$ cat src/rtl/w_feed_ctrl.sv
// Weight feed sequencer: pops packed 32-bit words from the weight buffer and issues
// the per-precision number of w_mux reads per non-zero word, skipping all-zero words.
module w_feed_ctrl #(
  parameter int CNT_W = 8
) (
  input  logic             clk,
  input  logic             RST,
  input  logic             start,
  input  logic [2:0]       input_bitwidth,
  input  logic [CNT_W-1:0] num_words,
  input  logic             wbuf_valid,
  input  logic [31:0]      wbuf_data,
  output logic             wbuf_ready,
  input  logic             array_ready,
  output logic             mux_rd_en,
  output logic [31:0]      mux_data_in,
  output logic [2:0]       mux_bitwidth,
  output logic             zero_skip,
  output logic [CNT_W-1:0] skip_cnt,
  output logic             busy,
  output logic             done,
  output logic             cfg_err,
  output logic [1:0]       dbg_state
);

  typedef enum logic [1:0] {
    S_IDLE  = 2'd0,
    S_FETCH = 2'd1,
    S_ISSUE = 2'd2,
    S_DONE  = 2'd3
  } state_t;

  state_t           state_q;
  logic [CNT_W-1:0] num_words_q;
  logic [CNT_W-1:0] word_cnt_q;
  logic [CNT_W-1:0] word_cnt_d;
  logic [CNT_W-1:0] skip_cnt_q;
  logic [2:0]       rep_cnt_q;
  logic [2:0]       bw_q;
  logic [31:0]      data_q;
  logic             zero_skip_q;
  logic             done_q;
  logic             cfg_err_q;

  logic             bw_legal;
  logic [2:0]       reps;
  logic             last_rep;
  logic             more_words;
  logic             xfer;
  logic             word_zero;

  assign bw_legal   = (input_bitwidth == 3'b001) || (input_bitwidth == 3'b010) ||
                      (input_bitwidth == 3'b100);
  assign last_rep   = (state_q == S_ISSUE) && (rep_cnt_q == 3'd1) && array_ready;
  assign more_words = (word_cnt_q != num_words_q);
  assign word_zero  = (wbuf_data == 32'd0);
  assign word_cnt_d = word_cnt_q + 1'b1;

  always_comb begin
    reps = 3'd1;
    case (bw_q)
      3'b100:  reps = 3'd4;
      3'b010:  reps = 3'd2;
      default: reps = 3'd1;
    endcase
  end

  // Handshake: a buffer word moves on any cycle where wbuf_valid & wbuf_ready are both
  // high. wbuf_ready is raised in FETCH, and on the last rep of a word when more words
  // remain, so a word can follow the previous one with no bubble.
  assign wbuf_ready = !RST && ((state_q == S_FETCH) || (last_rep && more_words));
  assign mux_rd_en  = !RST && (state_q == S_ISSUE) && array_ready;
  assign xfer       = wbuf_ready && wbuf_valid;

  assign mux_data_in  = data_q;
  assign mux_bitwidth = bw_q;
  assign zero_skip    = zero_skip_q;
  assign skip_cnt     = skip_cnt_q;
  assign busy         = (state_q == S_FETCH) || (state_q == S_ISSUE);
  assign done         = done_q;
  assign cfg_err      = cfg_err_q;
  assign dbg_state    = state_q;

  always_ff @(posedge clk) begin
    if (RST) begin
      state_q     <= S_IDLE;
      num_words_q <= '0;
      word_cnt_q  <= '0;
      skip_cnt_q  <= '0;
      rep_cnt_q   <= '0;
      bw_q        <= '0;
      data_q      <= '0;
      zero_skip_q <= 1'b0;
      done_q      <= 1'b0;
      cfg_err_q   <= 1'b0;
    end else begin
      zero_skip_q <= 1'b0;
      done_q      <= 1'b0;
      cfg_err_q   <= 1'b0;
      unique case (state_q)
        S_IDLE: begin
          if (start) begin
            if (bw_legal) begin
              bw_q        <= input_bitwidth;
              num_words_q <= num_words;
              word_cnt_q  <= '0;
              skip_cnt_q  <= '0;
              state_q     <= (num_words == '0) ? S_DONE : S_FETCH;
            end else begin
              cfg_err_q <= 1'b1;
            end
          end
        end
        S_FETCH: begin
        end
        S_ISSUE: begin
          // A stalled array freezes rep_cnt and data, which freezes the w_mux pointer.
          if (mux_rd_en) rep_cnt_q <= rep_cnt_q - 3'd1;
          if (last_rep) state_q <= more_words ? S_FETCH : S_DONE;
        end
        S_DONE: begin
          done_q  <= 1'b1;
          state_q <= S_IDLE;
        end
        default: state_q <= S_IDLE;
      endcase

      // Word consumption is shared by FETCH and the back-to-back fetch in ISSUE.
      if (xfer) begin
        word_cnt_q <= word_cnt_d;
        if (word_zero) begin
          zero_skip_q <= 1'b1;
          skip_cnt_q  <= skip_cnt_q + 1'b1;
          state_q     <= (word_cnt_d == num_words_q) ? S_DONE : S_FETCH;
        end else begin
          data_q    <= wbuf_data;
          rep_cnt_q <= reps;
          state_q   <= S_ISSUE;
        end
      end
    end
  end

endmodule
$ cat config.mk
export PLATFORM = sky130hd
export DESIGN_NAME = w_feed_ctrl
export DESIGN_NICKNAME = d
export VERILOG_FILES = /design/src/rtl/w_feed_ctrl.sv
export SDC_FILE = /design/constraint.sdc
export NUM_CORES = 1
export LEC_CHECK = 0
export BUFFER_PORTS_ARGS = -buffer_cell sky130_fd_sc_hd__buf_2
export CORE_AREA = 2 2 122 94
export CTS_BUF_LIST = sky130_fd_sc_hd__clkbuf_4
export DETAILED_ROUTE_END_ITERATION = 6
export DIE_AREA = 0 0 124 96
export PLACE_DENSITY = 0.53
export SETUP_SLACK_MARGIN = 0.1
export SYNTH_ARGS = -nofsm -noshare
export SYNTH_HDL_FRONTEND = slang
export SYNTH_SLANG_ARGS = --single-unit
$ cat constraint.sdc
create_clock -name clk -period 2.8 [get_ports clk]
set_input_delay 0.56 -clock clk [delete_from_list [all_inputs] [get_ports clk]]
set_output_delay 0.56 -clock clk [all_outputs]
set_load 0.02 [all_outputs]
=== Yosys cells after proc, flatten, opt, wreduce, memory -nomap -nowiden ===
Cells that the tools add are included.

* Add/sub/neg operators: 3
* Equal/unequal tests: 14
* Reduce and logical (&&, ||, !) cells: 25
* Mux-type cells: 26
* Bitwise gates (word level): 4

{| class="wikitable"
|+ Operators with widths
! cell !! count
|-
| $mux W8 || 9
|-
| $logic_not A32 Y1 || 1
|-
| $add A8 B1 Y8 const B || 2
|-
| $mux W2 || 8
|-
| $mux W3 || 4
|-
| $ne A3 B3 Y1 const B || 3
|-
| $eq A8 B8 Y1 || 1
|-
| $logic_not A8 Y1 || 1
|-
| $ne A8 B8 Y1 || 1
|-
| $logic_and A1 B1 Y1 || 7
|-
| $eq A3 B1 Y1 const B || 2
|-
| $eq A3 B2 Y1 const B || 2
|-
| $eq A3 B3 Y1 const B || 2
|-
| $pmux W2 S3 || 1
|-
| $pmux W3 S2 || 1
|-
| $reduce_and A3 Y1 || 2
|-
| $reduce_bool A2 Y1 || 3
|-
| $eq A2 B2 Y1 const B || 2
|-
| $logic_or A1 B1 Y1 || 4
|-
| $not A1 Y1 || 4
|-
| $reduce_and A4 Y1 || 1
|-
| $reduce_bool A4 Y1 || 1
|-
| $mux W1 || 3
|-
| $reduce_or A3 Y1 || 1
|-
| 6 further kinds || 6
|}

* Output and inout bits: 51
* Register bits: 67
* Bits of input ports: 48
* Word-level logic and storage cells: 82

=== Logic depth before layout (Yosys ltp) ===
* Word-level depth: 9
* Depth in mapped cells: 10
* Depth with buffers taken out: 8

=== Least setup slack after synthesis ===
Ideal clock, no wire load.

* Path type: flip-flop to flip-flop
* Start: register state_q[1] (netlist: dbg_state[1])
* End: register rep_cnt_q[1]
* Data required time: 2713 ps
* Clock period less this slack: 2086 ps
* Setup time: 87 ps
* Cell stages (with the launch flop): 7
* Path slack: 714 ps
* Arrival: 1999 ps
* Path buffers: 0
* Cells stage by stage: dfxtp_1 > ha_1 > nand2_1 > nor2_1 > mux2_2 > or3_1 > o31ai_1

* Elaborated cells between the ends (all ways): 14
* Classes of those cells: 2 x eq/ne; 4 x mux; 8 x reduce/logical

{| class="wikitable"
|+ RTL lines
! item !! line !! RTL
|-
| start: declaration || 33 || <nowiki>state_t state_q;</nowiki>
|-
| start signal: assignment || 108 || <nowiki>state_q <= (num_words == '0) ? S_DONE : S_FETCH;</nowiki>
|-
| start signal: assignment || 119 || <nowiki>if (last_rep) state_q <= more_words ? S_FETCH : S_DONE;</nowiki>
|-
| start signal: assignment || 134 || <nowiki>state_q <= (word_cnt_d == num_words_q) ? S_DONE : S_FETCH;</nowiki>
|-
| $eq A2 B2 Y1 * || 72 || <nowiki>assign mux_rd_en = !RST && (state_q == S_ISSUE) && array_ready;</nowiki>
|-
| $logic_and A1 B1 Y1 * (2 in a row) || 72 ||
|-
| named net mux_rd_en || 15 || <nowiki>output logic mux_rd_en,</nowiki>
|-
| $mux W3 * || 118 || <nowiki>if (mux_rd_en) rep_cnt_q <= rep_cnt_q - 3'd1;</nowiki>
|-
| $mux W3 * || 100 || <nowiki>unique case (state_q)</nowiki>
|-
| $mux W3 || 131 || <nowiki>if (word_zero) begin</nowiki>
|-
| $mux W3 * || 129 || <nowiki>if (xfer) begin</nowiki>
|-
| end signal: assignment || 118 ||
|-
| end signal: assignment || 137 || <nowiki>rep_cnt_q <= reps;</nowiki>
|-
| end: declaration || 38 || <nowiki>logic [2:0] rep_cnt_q;</nowiki>
|}

The timed path passes the listed nets; every way through them passes the cells marked *.
A chain may end at the register's enable or synchronous reset.

=== Final worst setup path ===
* Start: register word_cnt_q[0]
* End: output wbuf_ready

* Word-level cells in the longest chain between the ends: 4

{| class="wikitable"
|+ Ends and longest elaborated chain
! item !! line !! RTL
|-
| start: declaration || 35 || <nowiki>logic [CNT_W-1:0] word_cnt_q;</nowiki>
|-
| start signal: assignment || 130 || <nowiki>word_cnt_q <= word_cnt_d;</nowiki>
|-
| $ne A8 B8 Y1 || 55 || <nowiki>assign more_words = (word_cnt_q != num_words_q);</nowiki>
|-
| $logic_and A1 B1 Y1 || 71 || <nowiki>assign wbuf_ready = !RST && ((state_q == S_FETCH) || (last_rep && more_words));</nowiki>
|-
| $logic_or A1 B1 Y1 || 71 ||
|-
| $logic_and A1 B1 Y1 || 71 ||
|-
| end: declaration || 13 || <nowiki>output logic wbuf_ready,</nowiki>
|}

No other way between the ends.

==> impl_results.md <==
- Status: finished clean
- Die area: 0.0119 mm2
- Pint: 1.48 mW
- Final setup vio count: 0
- # DRC: 0
- Leak: 1.72 nW
- Gate power share: 29.4%
- Grt met2 use: 22.7%
- Skew-Pair Late Insertion Delay: 0.42 ns
- R2r startpoint: word_cnt_q[0]
- Reg2reg end: word_cnt_q[5]
- Hold Crit Class: primary input to flop
- CP Capture Type: primary output
- Reg2Reg Setup Slack: 0.35 ns
- Final max-slew violation count: 0
- Global-route wire length before repair: 13,200 um
- Met3 Use GR: 5.27%
- Total track usage: 14.6%
- Number of synthesized flops with an enable pin: 0
- 1st-pass router iterations: 4
- Mapped Cells: 343
- Synth top area share: 42.4%
- Critical Path Fanout Max: 4
- Startpoint types: flop
- Switching Fraction: 34.6%
- Hold_ws: 0.387 ns
- Die Y: 96 um
- CP Data Required Time: 2.24 ns
- Final cell utilization of the core: 36.6%
- Switching power: 781 uW
- Worst Path Class, Setup: flop to primary output
- Htree depth: 3
- Synthesis Warnings: 0
- Top cells by count, synth: 67 x dfxtp_1, 60 x nor2_1, 42 x mux2i_1, 16 x o21ai_0, 14 x nand2_1
- Seq. cell area: 0.00135 mm2
- Layout cells sized above 1: 29.3%
- CTS buffer count: 9
- Clk network pwr share: 22.8%
- Synth cell types: 40
- CTS Root Buffer Type: clkbuf_4
- Synth area leaders: dfxtp_1 42%, mux2i_1 13%, nor2_1 7.1%
- Seq/Total Area, Yosys: 42.4%
- Core area: 0.0107 mm2
- RSZ-0062 raised after global routing: yes
- Pwr per Cell Area: 574 mW/mm2
- Initial antenna violation count: 0
- Final wirelength: 8310 um
- Rows: 33
- Multi-input gate area: 0.00173 mm2
- Final period util: 93.2%
- Grt total ovfl: 0
- Synthesized Nets: 400
- Routed WL per cell: 14.1 um
- Max clock buf depth: 2
- Worst-Margin Slew: 0.565 ns
- Peak supply drop: 0.000183 V
- Area Overhead vs Synth: 24.3%
- Setup_tns: 0 ns
- Top-count cell post-synth: dfxtp_1
- Post-DR vias/cell: 4.79
- Port bufs: 98
- Critical Path AT: 2.05 ns
- Area leader, netlist: dfxtp_1
- Vias in the first global route: 2,690
- Detail Placement HPWL: 6200 um
- Register clock-pin slew on the reported worst setup and hold paths: 0.11 ns
- Iteration-0 DRC Markers: 230
- Worst setup endpoint: wbuf_ready
- Post-synth top flop: dfxtp_1
- Yosys reg bits: 67
- Chip Width: 124 um
- Fillers: 1,135
- I/O pin count: 99
- Post-synth ARST share: 0%
- Max cap viols: 0
- Final antenna-violating net count: 0
- Diode count: 0
- Synthesized area: 0.00316 mm2
- Busiest grt layer: met2
- Pin count of the biggest net entering global routing: 33
- Met1 usage: 18.9%
- Worst reg2reg path depth: 7
- Crit path from: word_cnt_q[0]
- Initial core utilization: 29.5%
- Register share of total power: 47.8%
- Hold buffer count at CTS: 0
- Tmin final: 2.61 ns
- CTS Sinks: 67
- Gpl congestion: 0.812
- Slew headroom: 62.3%
- Final count of hold timing violations: 0
- Vias: 2,811
- Max Clock Skew: 0.0130 ns
- Max Clk Rate: 383 MHz
- CTS tree: done
- Syn Area/Cell: 9.22 um2
- Final #Nets: 501
## worst min-delay path by stage
stage / startpoint / to / slack [ns] / cells after the start
detailed placement: mux_data_in[20] / mux_data_in[20] / 0.48 / 2
global route: num_words[1] / num_words_q[1] / 0.34 / 3
finish: num_words[6] / num_words_q[6] / 0.39 / 3
global placement: mux_data_in[14] / mux_data_in[14] / 0.47 / 2
floorplan: word_cnt_q[2] / word_cnt_q[2] / 0.48 / 1
CTS: num_words[1] / num_words_q[1] / 0.35 / 3
## layout make-up
cell class	count	share of cell area, %
Clock buffer	9	1.72
Multi-Input combinational cell	257	44.1
Clock inverter	5	0.828
Inverter	4	0.382
Tap cell	140	4.46
Timing Repair Buffer	105	14.2
Sequential cell	67	34.3
## registers in the layout, indices dropped and copies added (netlist names), 2 cells and up
register,cells
dbg_state,2
mux_bitwidth,3
mux_data_in,32
num_words_q,8
rep_cnt_q,3
skip_cnt,8
word_cnt_q,8
## worst max-delay path: stages, from the launching register on
cell	delay, ns
dfxtp_2	0.35
xor2_1	0.17
or4_4	0.56
nor2_4	0.10
nor2_1	0.05
nor2_1	0.16
nor2_1	0.07
buf_4	0.17
## what timing repair did
action                                  CTS  global route
hold endpoints to repair                  0             0
endpoints found under the setup margin    1             1
resized for setup                         7             1
setup buffers                             1             1
pin swaps                                 3             3
## layer usage
| layer | routed length, um | part of all wire [%] |
|---|---|---|
| met5 | 0 | 0 |
| met4 | 48 | 0.58 |
| met3 | 540 | 6.5 |
| met2 | 3720 | 45 |
| met1 | 4000 | 48 |
## metrics by stage
stage	cell area, um2	worst slack, ns	power, mW	instances
floorplan	3160	0.714	1.54	343
global placement	3800	0.482	1.73	571
detailed placement	3800	0.420	1.74	571
CTS	3920	0.102	2.28	586
global route	3930	0.0585	2.41	587
finish	3930	0.190	2.26	587
## power groups by stage
stage	Sequential, mW	Clock [mW]	Combinational, mW
finish	1.08	0.514	0.662
global route	1.09	0.582	0.734
CTS	1.08	0.541	0.661
detailed placement	1.10	0	0.636
global placement	1.10	0	0.628
floorplan	1.15	0	0.394
## cells in the final DEF, fill, tap and decap left out, drive strengths merged, types with 3 or more instances in the layout
cell	netlist	routed
a211o	3	3
a21oi	10	10
a31oi	3	3
and3	8	8
buf	5	105
clkbuf	10	9
clkinv	0	3
dfxtp	67	67
ha	9	9
inv	4	4
mux2	3	3
mux2i	42	42
nand2	15	15
nand2b	7	7
nand3	8	8
nand4	4	4
nand4b	3	3
nor2	60	60
nor2b	3	3
nor3	8	8
nor3b	3	3
nor4	11	11
o211ai	6	6
o21ai	17	17
o31ai	4	4
xnor2	11	11
xor2	7	7
## cell families after synthesis
family / share of synthesized area, %
AND/OR/NAND/NOR: 20.7
flip-flops: 42.4
AO/OA/AOI/OAI: 10.8
multiplexers: 14.4
buffers and inverters: 3.24
XOR/XNOR: 4.99
adder cells (fa/ha/maj): 3.56
Note: power is estimated with default switching activity, not from simulation.
